**src/rtl/phs_flow_tracker.sv**
```systemverilog
// PHS flow tracker: buffers parser header summaries in a small FIFO and looks up/allocates
// their 5-tuple in a fully-associative flow table, returning a per-flow result over valid/ready.
module phs_flow_tracker #(
    parameter int FLOW_ENTRIES  = 16,
    parameter int IN_FIFO_DEPTH = 4,
    parameter int CNT_WIDTH     = 16,
    localparam int IDW = $clog2(FLOW_ENTRIES)
) (
    input  logic                 CLK,
    input  logic                 reset,
    input  logic [119:0]         phs_i,
    input  logic                 phs_valid_i,
    input  logic                 flush_i,
    output logic                 res_valid_o,
    input  logic                 res_ready_i,
    output logic [IDW-1:0]       flow_id_o,
    output logic                 flow_hit_o,
    output logic                 flow_new_o,
    output logic                 flow_evict_o,
    output logic [CNT_WIDTH-1:0] flow_pkt_cnt_o,
    output logic [7:0]           flow_tos_o,
    output logic                 fifo_full_o,
    output logic [15:0]          drop_cnt_o
);

    localparam int PW = (IN_FIFO_DEPTH > 1) ? $clog2(IN_FIFO_DEPTH) : 1;
    localparam int CW = $clog2(IN_FIFO_DEPTH + 1);

    typedef enum logic [1:0] {S_IDLE, S_LOOKUP, S_UPDATE, S_RESULT} state_t;

    state_t                state_q, state_d;

    logic [111:0]          fifo_mem_q [IN_FIFO_DEPTH];
    logic [111:0]          fifo_mem_d [IN_FIFO_DEPTH];
    logic [PW-1:0]         wr_ptr_q, wr_ptr_d, rd_ptr_q, rd_ptr_d;
    logic [CW-1:0]         count_q, count_d;
    logic                  fifo_full_q, fifo_full_d;
    logic [15:0]           drop_cnt_q, drop_cnt_d;
    logic                  push, pop;
    logic [111:0]          head;

    logic [103:0]          ent_key_q [FLOW_ENTRIES];
    logic [103:0]          ent_key_d [FLOW_ENTRIES];
    logic [CNT_WIDTH-1:0]  ent_cnt_q [FLOW_ENTRIES];
    logic [CNT_WIDTH-1:0]  ent_cnt_d [FLOW_ENTRIES];
    logic [FLOW_ENTRIES-1:0] ent_valid_q, ent_valid_d;
    logic [IDW-1:0]        rr_ptr_q, rr_ptr_d;
    logic                  flush_pending_q, flush_pending_d;
    logic                  flush_apply;

    logic [103:0]          cur_key_q, cur_key_d;
    logic [7:0]            cur_tos_q, cur_tos_d;
    logic                  hit_q, hit_d;
    logic [IDW-1:0]        idx_q, idx_d;

    logic                  lk_hit, free_found;
    logic [IDW-1:0]        lk_idx, free_idx, alloc_idx;

    logic                  res_valid_q, res_valid_d;
    logic [IDW-1:0]        res_id_q, res_id_d;
    logic                  res_hit_q, res_hit_d;
    logic                  res_new_q, res_new_d;
    logic                  res_evict_q, res_evict_d;
    logic [CNT_WIDTH-1:0]  res_cnt_q, res_cnt_d;
    logic [7:0]            res_tos_q, res_tos_d;

    // The tag byte travels with the PHS but plays no part in flow tracking.
    logic [7:0]            unused_tag;
    assign unused_tag = phs_i[119:112];

    function automatic logic [CNT_WIDTH-1:0] sat_inc(input logic [CNT_WIDTH-1:0] v);
        return (v == '1) ? v : v + CNT_WIDTH'(1);
    endfunction

    assign head = fifo_mem_q[rd_ptr_q];
    assign pop  = (state_q == S_IDLE) && !flush_pending_q && (count_q != '0);
    // A full FIFO still accepts a push when the head leaves in the same cycle.
    assign push = phs_valid_i && (!fifo_full_q || pop);

    always_comb begin
        fifo_mem_d = fifo_mem_q;
        wr_ptr_d   = wr_ptr_q;
        rd_ptr_d   = rd_ptr_q;
        drop_cnt_d = drop_cnt_q;
        if (push) begin
            fifo_mem_d[wr_ptr_q] = phs_i[111:0];
            wr_ptr_d = wr_ptr_q + PW'(1);
        end
        if (pop) rd_ptr_d = rd_ptr_q + PW'(1);
        if (phs_valid_i && !push && (drop_cnt_q != '1)) drop_cnt_d = drop_cnt_q + 16'd1;
        count_d     = count_q + CW'(push) - CW'(pop);
        fifo_full_d = (count_d == CW'(IN_FIFO_DEPTH));
    end

    always_comb begin
        lk_hit     = 1'b0;
        lk_idx     = '0;
        free_found = 1'b0;
        free_idx   = '0;
        for (int unsigned i = 0; i < FLOW_ENTRIES; i++) begin
            if (!lk_hit && ent_valid_q[i] && (ent_key_q[i] == cur_key_q)) begin
                lk_hit = 1'b1;
                lk_idx = IDW'(i);
            end
            if (!free_found && !ent_valid_q[i]) begin
                free_found = 1'b1;
                free_idx   = IDW'(i);
            end
        end
    end

    always_comb begin
        state_d     = state_q;
        cur_key_d   = cur_key_q;
        cur_tos_d   = cur_tos_q;
        hit_d       = hit_q;
        idx_d       = idx_q;
        rr_ptr_d    = rr_ptr_q;
        ent_key_d   = ent_key_q;
        ent_cnt_d   = ent_cnt_q;
        ent_valid_d = ent_valid_q;
        res_valid_d = res_valid_q;
        res_id_d    = res_id_q;
        res_hit_d   = res_hit_q;
        res_new_d   = res_new_q;
        res_evict_d = res_evict_q;
        res_cnt_d   = res_cnt_q;
        res_tos_d   = res_tos_q;
        flush_apply = 1'b0;
        alloc_idx   = '0;
        case (state_q)
            S_IDLE: begin
                if (flush_pending_q) begin
                    flush_apply = 1'b1;
                    ent_valid_d = '0;
                    rr_ptr_d    = '0;
                end else if (pop) begin
                    cur_key_d = head[103:0];
                    cur_tos_d = head[111:104];
                    state_d   = S_LOOKUP;
                end
            end
            S_LOOKUP: begin
                hit_d   = lk_hit;
                idx_d   = lk_idx;
                state_d = S_UPDATE;
            end
            S_UPDATE: begin
                res_valid_d = 1'b1;
                res_tos_d   = cur_tos_q;
                if (hit_q) begin
                    ent_cnt_d[idx_q] = sat_inc(ent_cnt_q[idx_q]);
                    res_id_d    = idx_q;
                    res_hit_d   = 1'b1;
                    res_new_d   = 1'b0;
                    res_evict_d = 1'b0;
                    res_cnt_d   = sat_inc(ent_cnt_q[idx_q]);
                end else begin
                    alloc_idx = free_found ? free_idx : rr_ptr_q;
                    ent_key_d[alloc_idx]   = cur_key_q;
                    ent_cnt_d[alloc_idx]   = CNT_WIDTH'(1);
                    ent_valid_d[alloc_idx] = 1'b1;
                    res_id_d    = alloc_idx;
                    res_hit_d   = 1'b0;
                    res_new_d   = 1'b1;
                    res_evict_d = !free_found;
                    res_cnt_d   = CNT_WIDTH'(1);
                    if (!free_found) rr_ptr_d = rr_ptr_q + IDW'(1);
                end
                state_d = S_RESULT;
            end
            S_RESULT: begin
                if (res_ready_i) begin
                    res_valid_d = 1'b0;
                    state_d     = S_IDLE;
                end
            end
            default: state_d = S_IDLE;
        endcase
        flush_pending_d = flush_i | (flush_pending_q & ~flush_apply);
    end

    // Storage arrays carry no reset; entry and FIFO validity is tracked separately.
    always_ff @(posedge CLK) begin
        fifo_mem_q <= fifo_mem_d;
        ent_key_q  <= ent_key_d;
        ent_cnt_q  <= ent_cnt_d;
    end

    always_ff @(posedge CLK) begin
        if (reset) begin
            state_q         <= S_IDLE;
            wr_ptr_q        <= '0;
            rd_ptr_q        <= '0;
            count_q         <= '0;
            fifo_full_q     <= 1'b0;
            drop_cnt_q      <= '0;
            ent_valid_q     <= '0;
            rr_ptr_q        <= '0;
            flush_pending_q <= 1'b0;
            cur_key_q       <= '0;
            cur_tos_q       <= '0;
            hit_q           <= 1'b0;
            idx_q           <= '0;
            res_valid_q     <= 1'b0;
            res_id_q        <= '0;
            res_hit_q       <= 1'b0;
            res_new_q       <= 1'b0;
            res_evict_q     <= 1'b0;
            res_cnt_q       <= '0;
            res_tos_q       <= '0;
        end else begin
            state_q         <= state_d;
            wr_ptr_q        <= wr_ptr_d;
            rd_ptr_q        <= rd_ptr_d;
            count_q         <= count_d;
            fifo_full_q     <= fifo_full_d;
            drop_cnt_q      <= drop_cnt_d;
            ent_valid_q     <= ent_valid_d;
            rr_ptr_q        <= rr_ptr_d;
            flush_pending_q <= flush_pending_d;
            cur_key_q       <= cur_key_d;
            cur_tos_q       <= cur_tos_d;
            hit_q           <= hit_d;
            idx_q           <= idx_d;
            res_valid_q     <= res_valid_d;
            res_id_q        <= res_id_d;
            res_hit_q       <= res_hit_d;
            res_new_q       <= res_new_d;
            res_evict_q     <= res_evict_d;
            res_cnt_q       <= res_cnt_d;
            res_tos_q       <= res_tos_d;
        end
    end

    assign res_valid_o    = res_valid_q;
    assign flow_id_o      = res_id_q;
    assign flow_hit_o     = res_hit_q;
    assign flow_new_o     = res_new_q;
    assign flow_evict_o   = res_evict_q;
    assign flow_pkt_cnt_o = res_cnt_q;
    assign flow_tos_o     = res_tos_q;
    assign fifo_full_o    = fifo_full_q;
    assign drop_cnt_o     = drop_cnt_q;

endmodule

```
**config.mk**
```make
export PLATFORM = sky130hd
export DESIGN_NAME = phs_flow_tracker
export DESIGN_NICKNAME = d
export VERILOG_FILES = /design/src/rtl/phs_flow_tracker.sv
export SDC_FILE = /design/constraint.sdc
export NUM_CORES = 2
export LEC_CHECK = 0
export BUFFER_PORTS_ARGS = -buffer_cell sky130_fd_sc_hd__buf_4
export CORE_ASPECT_RATIO = 0.6
export CORE_UTILIZATION = 65
export DETAILED_ROUTE_END_ITERATION = 16
export GPL_ROUTABILITY_DRIVEN = 0
export PLACE_DENSITY = 0.93
export REMOVE_ABC_BUFFERS = 1
export SLEW_MARGIN = 20
export SYNTH_ARGS = -nofsm -noshare
export SYNTH_HDL_FRONTEND = slang
export SYNTH_SLANG_ARGS = --single-unit
```
**constraint.sdc**
```tcl
create_clock -name CLK -period 26.6 [get_ports CLK]
set_input_delay 0 -clock CLK [delete_from_list [all_inputs] [get_ports CLK]]
set_output_delay 0 -clock CLK [all_outputs]
set_load 0.03 [all_outputs]
```
==> impl_metrics.tcl, run 1 <==
set metrics [dict create \
    status "aborted with a tool error" \
    lastStage "5_1_grt" \
    tool.error "[ERROR GRT-0228] Horizontal edge usage exceeds the maximum allowed. (26, 31) usage=65535 limit=3200" \
    synthArstFlopShare_pct 0 \
    cts-htree-levels 4 \
    synthesis.area_mm2 0.107 \
    clock_path_buffers 4 \
    start_util_pct 65.4 \
    ys_seq_area_share_pct 70.0 \
    cts_buffers 219 \
    place.port_buffers 165 \
    num_io_pins 174 \
    synth_area_leaders "edfxtp_1 (66%), xnor2_1 (6.3%), mux4_2 (4.0%), dfxtp_1 (3.7%), nand2b_1 (2.5%)" \
    ys.flop_type "edfxtp_1" \
    synth_top_area_share_pct 66.4 \
    synth_warnings 0 \
    yosysUniqueCellTypes 74 \
    grt_max_degree 92 \
    fp-row-count 115 \
    dp_hpwl_um 224000 \
    synth-seq-cells 2564 \
    synthCells 6889 \
    cts-resized-gates 0 \
    cts-root-buf "clkbuf_16" \
    syn_avg_cell_area_um2 15.6 \
    yosysTopAreaCell "edfxtp_1" \
    cts_sinks 2564 \
    fp.dieH_um 317 \
    synth_edf_count 2368 \
    antenna_found_initial 103 \
    die_x_um 526 \
    post_cts_buffers 0 \
]
==> per-stage QoR <==
step | hold slack [ps] | util, % | setup slack (ps) | instance area, um2 | std cells
3_5_place_dp | 203 | 68.3 | 21350 | 112000 | 9090
3_3_place_gp | 198 | 68.3 | 21610 | 112000 | 9090
4_1_cts | 39.9 | 74.0 | 21160 | 121000 | 9719
2_1_floorplan | 66.7 | - | 14880 | 106000 | 6509
==> logic make-up after synthesis <==
family          share of synthesized area, %
buf+inv                                 2.01
compound gates                          6.88
mux                                     4.20
flops                                   70.0
fa+ha+maj                              0.170
simple gates                            7.82
xor+xnor                                8.89
==> cells in the mapped netlist, types with 57 or more instances <==
library cell and instances:
a21oi_1 143, buf_1 78, mux4_2 192, o22ai_1 103, nor4_1 201, xnor2_1 771
o2bb2ai_1 223, nand4_1 239, nor2_1 177, clkbuf_1 254, a22o_1 83, xor2_1 308
o2111ai_1 140, edfxtp_1 2368, dfxtp_1 196, nand2_1 319, nand2b_1 436, inv_1 145
nor2b_1 57
==> timing repair <==
| action | 4_1_cts |
|---|---|
| endpoints found under the setup margin | 0 |
| hold buffers | 231 |
| hold endpoints to repair | 497 |
==> inputs of run 2 (changes only) <==
Settings changed: CORE_ASPECT_RATIO 0.6 to not set, CORE_UTILIZATION 65 to 40, PLACE_DENSITY 0.93 to not set, PLACE_DENSITY_LB_ADDON set to 0.15.
==> run 2 against run 1 <==
The run now ends clean. Area after synthesis is the same. Synthesized cell count unchanged.
==> impl_metrics.tcl, run 2 <==
set metrics [dict create \
    top_regs "ent_key_q: 1664 flops, fifo_mem_q: 448 flops, ent_cnt_q: 256 flops" \
    fin_area_mm2 0.126 \
    synthCells 6889 \
    cts_buffers 298 \
    arrival_ps 6020 \
    die_area_mm2 0.270 \
    crit_slowest_cell "buf_4" \
    crit_path_end_kind "register" \
    setup_ws_ps 21110 \
    holdPathStages 6 \
    netlist_top_cells_count "edfxtp_1 (2,368), xnor2_1 (771), nand2b_1 (436), nand2_1 (319), xor2_1 (308)" \
    critPathLaunch "ent_valid_q[6]$_SDFFE_PP0P_" \
    post_cts_buffers 0 \
    layout_common_cells "edfxtp_1 (2,368), xnor2_1 (771), buf_4 (470)" \
    relSlewSlack_pct 13.0 \
    hold_end "drop_cnt_o[0]$_SDFFE_PP0P_" \
    path_class "register to register" \
    synth-xor-area-share_pct 8.89 \
    overflow 0 \
    cts_tree "done" \
    ys.flop_type "edfxtp_1" \
    p_comb_share_pct 30.1 \
    nFillCells 23100 \
    synthArstFlopShare_pct 0 \
    placed_area_mm2 0.114 \
    yosys.cell_count.top_type "edfxtp_1" \
    p_total_mw 13.2 \
    num_vias 67100 \
    grt_pass1_wl_um 524000 \
    grt_pass1_vias 64400 \
    drc_errors 0 \
    reg2reg_to "ent_key_q[1415]$_DFFE_PP_" \
    rsz0062_at_grt "no" \
    ys_seq_area_share_pct 70.0 \
    syn_avg_cell_area_um2 15.6 \
    synth_compound_area_share_pct 6.88 \
    yosysTopAreaCell "edfxtp_1" \
    wl_per_cell_um 33.8 \
    skew_ps 91.3 \
    hold_viol 0 \
    switching_share_pct 35.8 \
    startpoint_type "register" \
    clockPowerShare_pct 29.6 \
    reg2reg_from "ent_valid_q[6]$_SDFFE_PP0P_" \
    synth.area.mux_share_pct 4.20 \
    insertion_delay_ps 990 \
    fp-row-count 189 \
    cts-htree-levels 5 \
    place.port_buffers 165 \
    p_seq_share_pct 40.3 \
    fin_setup_tns_ps 0 \
    synthAdderAreaFrac_pct 0.170 \
    layout_commonest_cell "edfxtp_1" \
    synth_area_leaders "edfxtp_1 (66%), xnor2_1 (6.3%), mux4_2 (4.0%), dfxtp_1 (3.7%), nand2b_1 (2.5%)" \
    whs_ps 163 \
    leakage_nw 40.1 \
    crit_buf_inv 2 \
    clkTransAtPathRegs_ps 60 \
    fp.dieH_um 520 \
    fmax_mhz 182 \
    synth_edf_count 2368 \
    synth_warnings 0 \
    p_sw_mw 4.71 \
    setup_viol 0 \
    ant_nets 0 \
    max_stage_delay_ps 780 \
    num_io_pins 174 \
    fin_nets 7664 \
    core_mm2 0.266 \
    rrSetupSlack_ps 21110 \
    worstHoldStart "phs_valid_i" \
    grt_util_all_layers_pct 27.9 \
    cts_sinks 2564 \
    area_growth_pct 17.2 \
    antenna_found_initial 48 \
    worstPathRequired_ps 27130 \
    drv_slew 0 \
    drtIter0Drc 9022 \
    p_int_mw 8.47 \
    path_cells "nand4_1 -> or3_1 -> nor2_1 -> nand4_1 -> or2_0 -> mux2i_1 -> nand2_1 -> nor3_2 -> buf_4 -> buf_4" \
    synth_top_family_by_area "XOR/XNOR gates" \
    grt_max_degree 83 \
    period_share_pct 20.6 \
    ff2ff_path_depth 10 \
    yosysUniqueCellTypes 74 \
    cts-root-buf "clkbuf_16" \
    min_path_type "input pin to register" \
    pre_cts_ws_ps 21190 \
    synth_top_area_share_pct 66.4 \
    tightest_slew_ps 1290 \
    die_x_um 520 \
    regMostFlops "ent_key_q" \
    start_util_pct 40.3 \
    final_layout_size_suffix_gt1_share_pct 16.1 \
    critical_path.max_fanout 64 \
    synth-seq-cells 2564 \
    maxCapViolCount 0 \
    dr.pass1.iters 8 \
    dp_hpwl_um 246000 \
    ir_drop_mv 0.0778 \
    yosys.area_share.simple_pct 7.82 \
    largest_reg_flops 1664 \
    power.density_mw_per_mm2 105 \
    crit_family "simple AND/OR/NAND/NOR gates" \
    synthesis.area_mm2 0.107 \
    status "completed" \
    clock_path_buffers 4 \
    wl_um 382000 \
    period_needed_ps 5490 \
    vias_per_cell 5.94 \
]
-- run 2: worst max-delay path by stage --
stage | slack, ps | cells after the start | endpoint
floorplan | 14880 | 10 | fifo_full_o$_SDFF_PP0_
global placement | 20900 | 13 | ent_cnt_q[31]$_DFFE_PP_
detailed placement | 21190 | 13 | ent_cnt_q[79]$_DFFE_PP_
CTS | 21180 | 13 | ent_cnt_q[63]$_DFFE_PP_
global route | 20880 | 13 | ent_cnt_q[63]$_DFFE_PP_
finish | 21110 | 10 | ent_key_q[1415]$_DFFE_PP_
-- run 2: worst min-delay path, cell delays in order --
cell and delay (ps):
dlygate4sd3_1 540, buf_4 140, nand3_1 70, a31oi_1 110, xnor2_1 170, nor2_1 40
-- run 2: logic make-up after synthesis --
family,after synthesis
flip-flops,2564
AND/OR/NAND/NOR,1545
XOR/XNOR,1084
AO/OA/AOI/OAI,929
buffers and inverters,543
multiplexers,210
adder cells (fa/ha/maj),14
-- run 2: repair_timing --
item / CTS / global route
hold buffers: 233 / 0
endpoints found under the hold margin: 622 / 0
resized for setup: 0 / 0
endpoints found under the setup margin: 0 / 0
-- run 2: per-stage QoR --
step	std cells	utilization, %
after floorplan	6509	-
after global placement	10500	42.9
after detailed placement	10500	42.9
after CTS	11300	47.2
after global routing	11300	47.2
final	11300	47.3
-- run 2: power groups by stage --
stage,logic (mW),registers (mW),clock network (mW)
2_1_floorplan,1.57,5.66,0
3_3_place_gp,3.83,5.39,0
3_5_place_dp,3.85,5.40,0
4_1_cts,3.89,5.32,3.94
5_1_grt,4.05,5.34,4.09
6_report,3.97,5.32,3.90
-- run 2: area by class of cell --
cell class	instances	area, um2	area share [%]
Inverter	163	614	0.489
Clock buffer	389	8080	6.43
Tap cell	3533	4420	3.52
Sequential cell	2564	75200	59.8
Antenna cell	22	55.1	0.0438
Clock inverter	128	987	0.786
Timing Repair Buffer	716	6090	4.85
Multi-Input combinational cell	3782	30200	24.0
-- run 2: metal layers --
metal,GRT usage (%),share of wire (%),vias up
met5,0,0.038,-
met4,13.8,5.5,20
met3,6.11,9.7,845
met2,42.9,45,3790
met1,37.5,40,34700
li1,-,-,27800
Power figures use the tool's default switching activity.
